## config.mk

```make
export PLATFORM = sky130hd
export DESIGN_NAME = serial_add_ctrl
export DESIGN_NICKNAME = d
export VERILOG_FILES = /design/src/rtl/serial_add_pkg.sv /design/src/rtl/fa_cell.sv /design/src/rtl/serial_add_ctrl.sv
export SDC_FILE = /design/constraint.sdc
export NUM_CORES = 1
export LEC_CHECK = 0
export CAP_MARGIN = 10
export CORE_ASPECT_RATIO = 0.7
export CORE_MARGIN = 4
export CORE_UTILIZATION = 30
export DETAILED_ROUTE_END_ITERATION = 7
export SLEW_MARGIN = 20
export SYNTH_ARGS = -nofsm -noshare
export SYNTH_HDL_FRONTEND = slang
export SYNTH_SLANG_ARGS = --single-unit
export TNS_END_PERCENT = 20
```

## constraint.sdc

```tcl
create_clock -name clk -period 1.82 [get_ports clk]
set_clock_uncertainty 0.1 [all_clocks]
set_input_delay 0.546 -clock clk [delete_from_list [all_inputs] [get_ports clk]]
set_output_delay 0.546 -clock clk [all_outputs]
set_load 0.1 [all_outputs]
```

## src/rtl/serial_add_pkg.sv

```systemverilog
// Shared definitions for the bit-serial adder controller.
package serial_add_pkg;
  localparam int DEFAULT_WIDTH = 8;

  typedef enum logic [1:0] {
    IDLE = 2'd0,
    RUN  = 2'd1,
    DONE = 2'd2
  } state_e;
endpackage

```

## src/rtl/fa_cell.sv

```systemverilog
// Single-bit combinational full adder used once per serial step.
module fa_cell (
  input  logic a,
  input  logic b,
  input  logic cin,
  output logic s,
  output logic cout
);
  assign s    = a ^ b ^ cin;
  assign cout = (a & b) | (cin & (a ^ b));
endmodule

```

## src/rtl/serial_add_ctrl.sv

```systemverilog
// Bit-serial adder controller: LSB-first, one bit per clock, result held in DONE
// until taken.
module serial_add_ctrl
  import serial_add_pkg::*;
#(
  parameter int WIDTH = DEFAULT_WIDTH
) (
  input  logic             clk,
  input  logic             rst,
  input  logic             in_valid,
  output logic             in_ready,
  input  logic [WIDTH-1:0] a,
  input  logic [WIDTH-1:0] b,
  input  logic             c_in,
  output logic             out_valid,
  input  logic             out_ready,
  output logic [WIDTH-1:0] sum,
  output logic             c_out,
  output logic             busy
);
  localparam int CW = $clog2(WIDTH);
  localparam logic [CW-1:0] LAST = CW'(WIDTH - 1);

  state_e           state_q, state_d;
  logic [WIDTH-1:0] a_q, a_d, b_q, b_d;
  logic [WIDTH-1:0] acc_q, acc_d, sum_q, sum_d;
  logic             carry_q, carry_d, c_out_q, c_out_d;
  logic [CW-1:0]    cnt_q, cnt_d;
  logic             fa_s, fa_co;

  fa_cell u_fa (
    .a    (a_q[0]),
    .b    (b_q[0]),
    .cin  (carry_q),
    .s    (fa_s),
    .cout (fa_co)
  );

  // Partial sum lives in acc_q so the visible sum only changes on completion.
  always_comb begin
    state_d = state_q;
    a_d     = a_q;
    b_d     = b_q;
    acc_d   = acc_q;
    sum_d   = sum_q;
    carry_d = carry_q;
    c_out_d = c_out_q;
    cnt_d   = cnt_q;
    case (state_q)
      IDLE: begin
        if (in_valid) begin
          a_d     = a;
          b_d     = b;
          carry_d = c_in;
          cnt_d   = '0;
          state_d = RUN;
        end
      end
      RUN: begin
        acc_d   = {fa_s, acc_q[WIDTH-1:1]};
        a_d     = a_q >> 1;
        b_d     = b_q >> 1;
        carry_d = fa_co;
        cnt_d   = cnt_q + 1'b1;
        if (cnt_q == LAST) begin
          sum_d   = {fa_s, acc_q[WIDTH-1:1]};
          c_out_d = fa_co;
          state_d = DONE;
        end
      end
      DONE: begin
        if (out_ready) state_d = IDLE;
      end
      default: state_d = IDLE;
    endcase
  end

  always_ff @(posedge clk) begin
    if (rst) begin
      state_q <= IDLE;
      a_q     <= '0;
      b_q     <= '0;
      acc_q   <= '0;
      sum_q   <= '0;
      carry_q <= 1'b0;
      c_out_q <= 1'b0;
      cnt_q   <= '0;
    end else begin
      state_q <= state_d;
      a_q     <= a_d;
      b_q     <= b_d;
      acc_q   <= acc_d;
      sum_q   <= sum_d;
      carry_q <= carry_d;
      c_out_q <= c_out_d;
      cnt_q   <= cnt_d;
    end
  end

  assign in_ready  = (state_q == IDLE);
  assign busy      = (state_q == RUN);
  assign out_valid = (state_q == DONE);
  assign sum       = sum_q;
  assign c_out     = c_out_q;
endmodule

```

### Word-level counts from Yosys, hierarchy flattened

Index checks and enable logic that the tools add are counted.

* add/subtract/negate cells: 1
* $mul: 0
* divide/modulo/power cells: 0
* $lt $le $gt $ge: 0
* equal/unequal tests: 6
* shifts and indexed selects: 0
* multiplexer cells: 12
* bitwise gates (word level): 5
* reductions and logical operators: 5

Operator list (count)
* 8-bit one-hot mux with 2 select lines: 2
* 8-bit two-way mux: 2
* 2-bit two-way mux: 3
* 2-bit one-hot mux with 3 select lines: 1
* 3-bit one-hot mux with 2 select lines: 1
* 2-bit by 1-bit != test with 1-bit output, second input constant: 2
* 2-bit AND reduction: 2
* 3-bit by 1-bit adder with 3-bit output, second input constant: 1
* 3-bit == test, second input constant: 1
* 3-bit two-way mux: 1
* 3-bit AND reduction: 1
* 1-bit AND: 2
* 2-bit by 1-bit == test with 1-bit output, second input constant: 1
* 2-bit == test, second input constant: 1
* 2-bit zero test: 1
* 2-bit != test, second input constant: 1
* 1-bit one-hot mux with 2 select lines: 1
* 2-bit nonzero test: 1
* 1-bit XOR: 2
* 1-bit two-way mux: 1
* 1-bit bitwise OR: 1

* bits in registers: 39
* bits in latches: 0
* memory bits (writable): 0
* bits in read-only memories: 0
* bits of input ports: 21
* output and inout port bits: 12
* logic and storage cells: 37
* memories kept: 0

### Depth between registers and ports, before layout

Gate-level depths: netlist of run 1.

* depth in word-level cells: 4
* gate-level depth with buffers: 7
* gate-level depth less buffers: 5

### Modules after synthesis

Synthesis of run 1 repeated with hierarchy kept, for this count alone.

* cells, all modules: 169
* area total of the unflattened synthesis: 1570.3 µm²

Modules (own cells, without submodules)
* serial_add_ctrl: times used 1, cells an instance 168, area each 1550.2 µm², sequential area each 760.7 µm²
* fa_cell: times used 1, cells an instance 1, area each 20.0 µm², sequential area each 0.0 µm²

### Worst setup path after synthesis of run 1

OpenSTA, ideal clock, no wires.

* path kind: flip-flop to output port
* start: register state_q[0]
* end: output out_valid
* arrival: 1.798 ns
* data required time: 1.174 ns
* setup slack: -0.624 ns
* stages on the path, launching flop included: 3
* path buffers: 1
* cell sequence: dfxtp_1 -> buf_4 -> nor2b_1

* word-level cells in the longest chain between the ends: 1

RTL lines
* start: declaration: line serial_add_ctrl.sv:24 `state_e state_q, state_d;`
* start signal: assignment: line serial_add_ctrl.sv:89 `state_q <= state_d;`
* 2-bit == test: line serial_add_ctrl.sv:102 `assign out_valid = (state_q == DONE);`
* end: declaration: line serial_add_ctrl.sv:15 `output logic out_valid,`

No other way between the ends.

### Worst setup path in the final report of run 1

* start: register state_q[0]
* end: output in_ready

* word-level cells in the longest chain between the ends: 1

RTL lines
* 2-bit zero test: line serial_add_ctrl.sv:100 `assign in_ready = (state_q == IDLE);`
* end: declaration: line serial_add_ctrl.sv:11 `output logic in_ready,`

No other way between the ends.

==> results of run 1 <==
## final timing paths
| check | to | slack (ns) | depth (start not counted) |
|---|---|---|---|
| max | in_ready | 0.04 | 3 |
| min | acc_q[1] | 0.36 | 2 |
| min reg2reg | acc_q[1] | 0.36 | 2 |
| max reg2reg | c_out | 0.27 | 5 |
## timing repair
action,CTS,global route
resized for setup,3,2
pin swaps,1,1
setup endpoints to repair,17,9
buffers inserted,0,3
## metal layers
metal	part of all wire (%)	up-vias	routed length (um)	global-route usage, %
li1	-	658	-	-
met1	52	610	1832	17.60
met2	39	31	1379	15.94
met3	7.5	6	262	5.234
met4	0.83	0	29	3.291
met5	0	-	0	0
## per-stage QoR
stage,instance area (sq um),hold slack (ns),power (mW),setup WS [ns]
6_report,2225,0.3628,1.762,0.04059
5_1_grt,2225,0.3833,1.857,-0.005311
4_1_cts,2190,0.3617,1.775,0.005114
3_3_place_gp,2088,0.3453,1.158,-0.5202
3_5_place_dp,2088,0.3512,1.160,-0.5852
2_1_floorplan,1545,0.3366,1.060,-0.06361
## cells by family (layout without fill, tap and decap cells)
family / Yosys count / after routing
AOI/OAI and AO/OA: 51 / 51
and+or+nand+nor: 45 / 45
DFF: 38 / 38
buffers and inverters: 29 / 68
adders and majority gates: 3 / 3
muxes: 3 / 3
## state kept, by name, summed over array words and instances (netlist names)
register  count
a_q           8
acc_q         7
b_q           8
c_out         1
carry_q       1
cnt_q         3
state_q       2
sum           8
## critical path, delay by kind of cell, from the launching register on
kind                   cells  cell delay [ns]
DFF                        1             0.37
buffers and inverters      2             0.34
and+or+nand+nor            1             0.13
## power by group through the flow
stage	Sequential, mW	Combinational, mW	Clock [mW]
after floorplan	0.908	0.152	0
after CTS	0.898	0.246	0.631
after global routing	0.905	0.277	0.675
after detailed placement	0.915	0.244	0
final	0.899	0.253	0.610
after global placement	0.917	0.241	0
## final cells by class
class / count / share of cell area [%]
inverter: 17 / 2.981
timing repair buffer: 43 / 24.63
sequential: 38 / 34.25
clock inverter: 2 / 0.5624
clock buffer: 6 / 3.712
multi-input combinational: 102 / 29.98
tap: 69 / 3.881
## cell usage in the layout (no fill, tap or decap), types with 2 or more instances in the layout
| master | Yosys | routed |
|---|---|---|
| mux2i_1 | 3 | 3 |
| o221a_1 | 9 | 9 |
| nor2_4 | 0 | 2 |
| clkbuf_8 | 0 | 6 |
| a21oi_1 | 30 | 30 |
| o221a_2 | 6 | 6 |
| a22oi_1 | 2 | 2 |
| nand2_1 | 23 | 22 |
| clkdlybuf4s50_1 | 0 | 20 |
| a32oi_1 | 2 | 2 |
| buf_12 | 0 | 14 |
| buf_4 | 3 | 9 |
| ha_1 | 2 | 2 |
| nor2_1 | 8 | 7 |
| inv_1 | 16 | 16 |
| dfxtp_1 | 38 | 37 |
| nand3_1 | 8 | 8 |
==> results.env, run 1 <==
FINAL_CORE_UTILIZATION_PCT=45.77
GP_ROUTABILITY_CONGESTION=0.7126
ROWS=21
WORSTPATHMAXFANOUT=5
DRTPASS1ITERATIONS=4
CRITICAL-PATH-MAX-STAGE-DELAY_NS=0.37
GLOBAL_ROUTE.USAGE.TOTAL_PCT=12.11
NUMBER_OF_GLOBAL_ROUTE_VIAS_BEFORE_REPAIR=1205
TIMING.CRITICAL_PATH.CELLS='buf_4, nor2_4, buf_12'
SYNTH_CELL_TYPE_COUNT=25
POWERDENSITY_nW_PER_UM2=792.0
R2R_START='cnt_q[0]'
YS.WARNINGS.COUNT=0
EDFF_COUNT_SYNTH=0
FIN_NETS=231
DIE_AR_SQ_UM=6326
FLOORPLAN.CORE_AREA_SQ_UM=4861
SYNTH.CELL_AREA_SQ_UM=1530
CRIT_SLOWEST_CELL='dfxtp_2'
POSTSYNTHNETCOUNT=193
MAX_SLEW.WORST_PIN.SLEW_NS=0.4531
TIMING.FMAX_MHz=562.0
NETSWITCHINGFRACTION_PCT=25.91
CLK_TRANSITION_REPORTED_PATHS_NS=0.08
GRT_OVERFLOW_TOTAL=0
WORST_HOLD_PATH_TYPE='reg2reg'
ROUTE.ANTENNA.REMAINING_NETS=0
SYNTH_SIMPLE_GATE_AREA_SHARE_PCT=12.67
ROUTE.VIAS.TOTAL=1305
FINAL_INSTANCE_COUNT_WITHOUT_FILLER_CELLS=277
SHARE_OF_POST_ROUTE_CELLS_WITH_DRIVE_STRENGTH_ABOVE_1_PCT=21.63
IOS=33
SINKS_ON_CLOCK_NET=38
PLACE.PORT_BUFFERS=32
MAX_CAP_VIOL_COUNT=0
FINAL-HOLD-VIOLATION-COUNT=0
WORSTSKEWPAIRLATENCY_NS=0.29
COMPOUND_CELL_AREA_SHARE_OF_THE_YOSYS_NETLIST_PCT=24.04
CELL_INTERNAL_POWER_mW=1.305
LAYOUT.FILLER_CELLS=473
SYNTH_TOP_CELL_BY_AREA='dfxtp_1'
MUX_CELL_AREA_SHARE_AFTER_SYNTHESIS_PCT=1.962
ROUTED_WIRELENGTH_MM=3.504
P_COMB_SHARE_PCT=14.4
WORST_SETUP_PATH_START_KIND='register'
CTS-ROOT-BUF='clkbuf_8'
WORSTHOLDSTART='acc_q[1]'
CTS-HTREE-LEVELS=2
POWER.NET_SWITCHING_uW=456.6
SYNTH.MOST_COMMON_CELL='dfxtp_1'
GRT_ANTENNA_BEFORE_REPAIR=0
FP.DIEH_UM=67.76
LARGEST_NET_DEGREE_AT_THE_START_OF_GLOBAL_ROUTING=39
SYN2LAYOUT_AREA_GROWTH_PCT=45.38
SYNTH_TOP_AREA_SHARE_PCT=49.71
RUN_STATUS='completed'
WORSTSETUPPATHTYPE='reg2out'
INITIAL_CORE_UTIL_PCT=31.48
MIN_PERIOD_OVER_PERIOD_PCT=97.77
NUMBER_OF_DRC_MARKERS_AFTER_THE_INITIAL_DETAILED_ROUTE_ITERATION=113
DETAILEDPLACEMENTHPWL_MM=2.266
PLACEDCELLCOUNT=266
SYNTH_FLOP_CELL='dfxtp_1'
SEQCELLAREA_SQ_UM=762.0
CRITPATHCAPTURETYPE='output port'
CTS_TREE='done'
SEQUENTIAL_ELEMENT_SHARE_OF_THE_SYNTHESIZED_AREA_PCT=49.71
DRC=0
RSZ_0062_RAISED_AFTER_GLOBAL_ROUTING='yes'
MULTI_INPUT_AREA_SQ_UM=666.9
SYNTHARSTFLOPSHARE_PCT=0
POSTSYNTHREGISTERBITS=38
POWER.LEAKAGE_nW=0.8285
LARGEST_CELLS_BY_AREA_AFTER_SYNTHESIS='dfxtp_1 50%, a21oi_1 9.8%, o221a_1 6.6%, nand2_1 5.6%, o221a_2 4.4%'
FINALCRITICALPERIOD_NS=1.779
DIE_X_UM=93.36
WIRE_LENGTH_OF_THE_FIRST_GLOBAL_ROUTING_PASS_MM=5.899
CTS_HOLD_BUF=0
SYNTHXORXNORAREAFRAC_PCT=0
N_ANTENNA_CELL=0
SETUP-TNS-FINAL_NS=0
FINAL-SETUP-VIOL-COUNT=0
WORST-ENDPOINT-REQUIRED_NS=1.17
SYNTH.AVG_CELL_AREA_SQ_UM=9.055
SLEW_HEADROOM_PCT=69.70
REPORT.FINAL.SLEW_VIOL_COUNT=0
SYNTHESIZED_NETLIST_CELL_COUNT=169
IR_DROP_WORST_VDD_uV=417.0
YOSYS.AREA_SHARE.ADDER_PCT=2.944
CTS_INSERTED_BUFFERS=5
SYNTH_TOP_FAMILY_BY_AREA='compound AO/OA/AOI/OAI gates'
CP-STARTPOINT='state_q[0]'
CP.ARRIVAL_NS=1.13
SYNTH_TOP_CELLS_BY_COUNT='38 x dfxtp_1, 30 x a21oi_1, 23 x nand2_1'
SHARE_CLK_OF_TOTAL_POWER_PCT=34.6
CTS-ROOT-TO-SINK-BUFFERS=2
POWER_FRAC_SEQ_PCT=51.0
WL_PER_CELL_UM=12.65
DETAIL_ROUTE.VIAS_PER_CELL=4.711
Power figures use the tool's default switching activity.
==> inputs of run 2 (changes only) <==
- PLACE_DENSITY_LB_ADDON: unset -> 0.15
==> results.env, run 2 (synthesis results as in run 1) <==
RUN_STATUS='completed'
TIMING.CRITICAL_PATH.CELLS='nand2b_1, inv_2, buf_12'
FINAL-HOLD-VIOLATION-COUNT=0
R2R_START='cnt_q[0]'
LAYOUT.FILLER_CELLS=467
WL_PER_CELL_UM=12.62
GRT_BUSIEST_LAYER='met2'
SETUP-TNS-FINAL_NS=0
POWERDENSITY_nW_PER_UM2=797.8
CRIT_SLOWEST_CELL='dfxtp_4'
WORSTPATHMAXFANOUT=7
PLACE_WORST_SETUP_SLACK_NS=-0.5659
CLK_TRANSITION_REPORTED_PATHS_NS=0.08
CTS-ROOT-BUF='clkbuf_8'
GRT_OVERFLOW_TOTAL=0
REPORT.FINAL.SLEW_VIOL_COUNT=0
RSZ_0062_RAISED_AFTER_GLOBAL_ROUTING='no'
SETUP_SLACK_NS=0.05842
FINAL_CORE_UTILIZATION_PCT=44.66
CRITICAL-PATH-MAX-STAGE-DELAY_NS=0.38
MIN_PERIOD_OVER_PERIOD_PCT=96.79
NUMBER_OF_GLOBAL_ROUTE_VIAS_BEFORE_REPAIR=1225
IR_DROP_WORST_VDD_uV=233.6
N_ANTENNA_CELL=0
DETAILEDPLACEMENTHPWL_MM=2.405
DPL-INSTANCE-AREA_SQ_UM=2061
FINAL-SETUP-VIOL-COUNT=0
WORSTSKEWPAIRLATENCY_NS=0.29
SLEW_HEADROOM_PCT=71.55
LARGEST_NET_DEGREE_AT_THE_START_OF_GLOBAL_ROUTING=39
FLOORPLAN.CORE_AREA_SQ_UM=4861
DRTPASS1ITERATIONS=4
HOLD-PATH-ENDPOINT='acc_q[1]'
RR_WORST_DEPTH=5
FIN_NETS=226
NUMBER_OF_DRC_MARKERS_AFTER_THE_INITIAL_DETAILED_ROUTE_ITERATION=85
CTS-ROOT-TO-SINK-BUFFERS=2
MET1_USAGE_PCT=16.29
CRIT-REG2REG-CAPTURE='c_out'
FINAL_INSTANCE_COUNT_WITHOUT_FILLER_CELLS=272
SHARE_OF_POST_ROUTE_CELLS_WITH_DRIVE_STRENGTH_ABOVE_1_PCT=19.70
PLACEDCELLCOUNT=264
WORSTSETUPPATHTYPE='reg2out'
DETAIL_ROUTE.VIAS_PER_CELL=4.592
POWER.LEAKAGE_nW=0.7995
GRT_UTIL_MET2_PCT=16.65
WORST_SETUP_PATH_START_KIND='register'
CTS_INSERTED_BUFFERS=5
INITIAL_CORE_UTIL_PCT=31.48
REG2REG_SLACK_NS=0.28
WIRE_LENGTH_OF_THE_FIRST_GLOBAL_ROUTING_PASS_MM=5.740
DIE_AR_SQ_UM=6326
DRC=0
CP.ARRIVAL_NS=1.12
GRT_ANTENNA_BEFORE_REPAIR=0
ROWS=21
CTS_TREE='done'
DIE_X_UM=93.36
ROUTE.VIAS.TOTAL=1249
GRT.MET3_USAGE_PCT=3.898
CTS-HTREE-LEVELS=2
FINAL_CELL_MIX='36 x dfxtp_1, 30 x a21oi_1, 22 x nand2_1'
FP.DIEH_UM=67.76
ROUTE.ANTENNA.REMAINING_NETS=0
CTS_HOLD_BUF=0
GP_ROUTABILITY_CONGESTION=0.6952
DESIGN_AREA_SQ_UM=2171
WORST_HOLD_PATH_TYPE='reg2reg'
IOS=33
MIN_DELAY_PATH_DEPTH=2
TIMING.FMAX_MHz=567.7
MAX_SLEW.WORST_PIN.SLEW_NS=0.4254
SYN2LAYOUT_AREA_GROWTH_PCT=41.86
POWER.TOTAL_mW=1.732
MOSTFREQUENTLAYOUTCELL='dfxtp_1'
PLACE.PORT_BUFFERS=32
SINKS_ON_CLOCK_NET=38
WORSTHOLDSTART='acc_q[1]'
WORST-ENDPOINT-REQUIRED_NS=1.17
ROUTED_WIRELENGTH_MM=3.433
CRITPATHCAPTURETYPE='output port'
FINALCRITICALPERIOD_NS=1.762
MAX_CAP_VIOL_COUNT=0
HOLD_WS_NS=0.3676
GLOBAL_ROUTE.USAGE.TOTAL_PCT=11.60
==> run 2: layout make-up <==
cell class / instances / area, sq um / share of cell area, %
Clock buffer: 6 / 82.58 / 3.804
Timing Repair Buffer: 38 / 498.0 / 22.94
Tap cell: 69 / 86.33 / 3.977
Sequential cell: 38 / 768.2 / 35.39
Clock inverter: 2 / 12.51 / 0.5764
Inverter: 17 / 63.81 / 2.939
Multi-Input combinational cell: 102 / 659.4 / 30.37
==> run 2: power breakdown <==
| group | switching (mW) | leakage (nW) | internal (mW) |
|---|---|---|---|
| clock network | 0.295 | 0.0472 | 0.304 |
| registers | 0.0283 | 0.312 | 0.870 |
| logic | 0.118 | 0.440 | 0.116 |
==> run 2: worst max-delay path by stage <==
| stage | slack, ns | cells after the start | end | from |
|---|---|---|---|---|
| after floorplan | -0.06 | 5 | busy | state_q[0] |
| after detailed placement | -0.57 | 4 | b_q[2] | in_valid |
| after CTS | 0.03 | 3 | busy | state_q[0] |
| after global routing | 0.01 | 3 | busy | state_q[1] |
| after global placement | -0.47 | 4 | b_q[0] | in_valid |
| final | 0.06 | 3 | busy | state_q[1] |
==> run 2: what timing repair did <==
item	in CTS	in global routing
endpoints found under the setup margin	17	15
buffers inserted	0	0
gates cloned	0	0
gates resized for setup	3	3
==> run 2: metal layers <==
| metal | wire length, um | up-vias | share of wire [%] |
|---|---|---|---|
| met2 | 1469 | 20 | 43 |
| met3 | 166 | 2 | 4.8 |
| met4 | 23 | 0 | 0.67 |
| li1 | - | 652 | - |
| met1 | 1773 | 575 | 52 |
| met5 | 0 | - | 0 |
==> run 2: worst max-delay path, delay by kind of cell, from the launching register on <==
kind,cells,cell delay [ns]
DFF,1,0.38
buffers and inverters,2,0.26
and+or+nand+nor,1,0.19
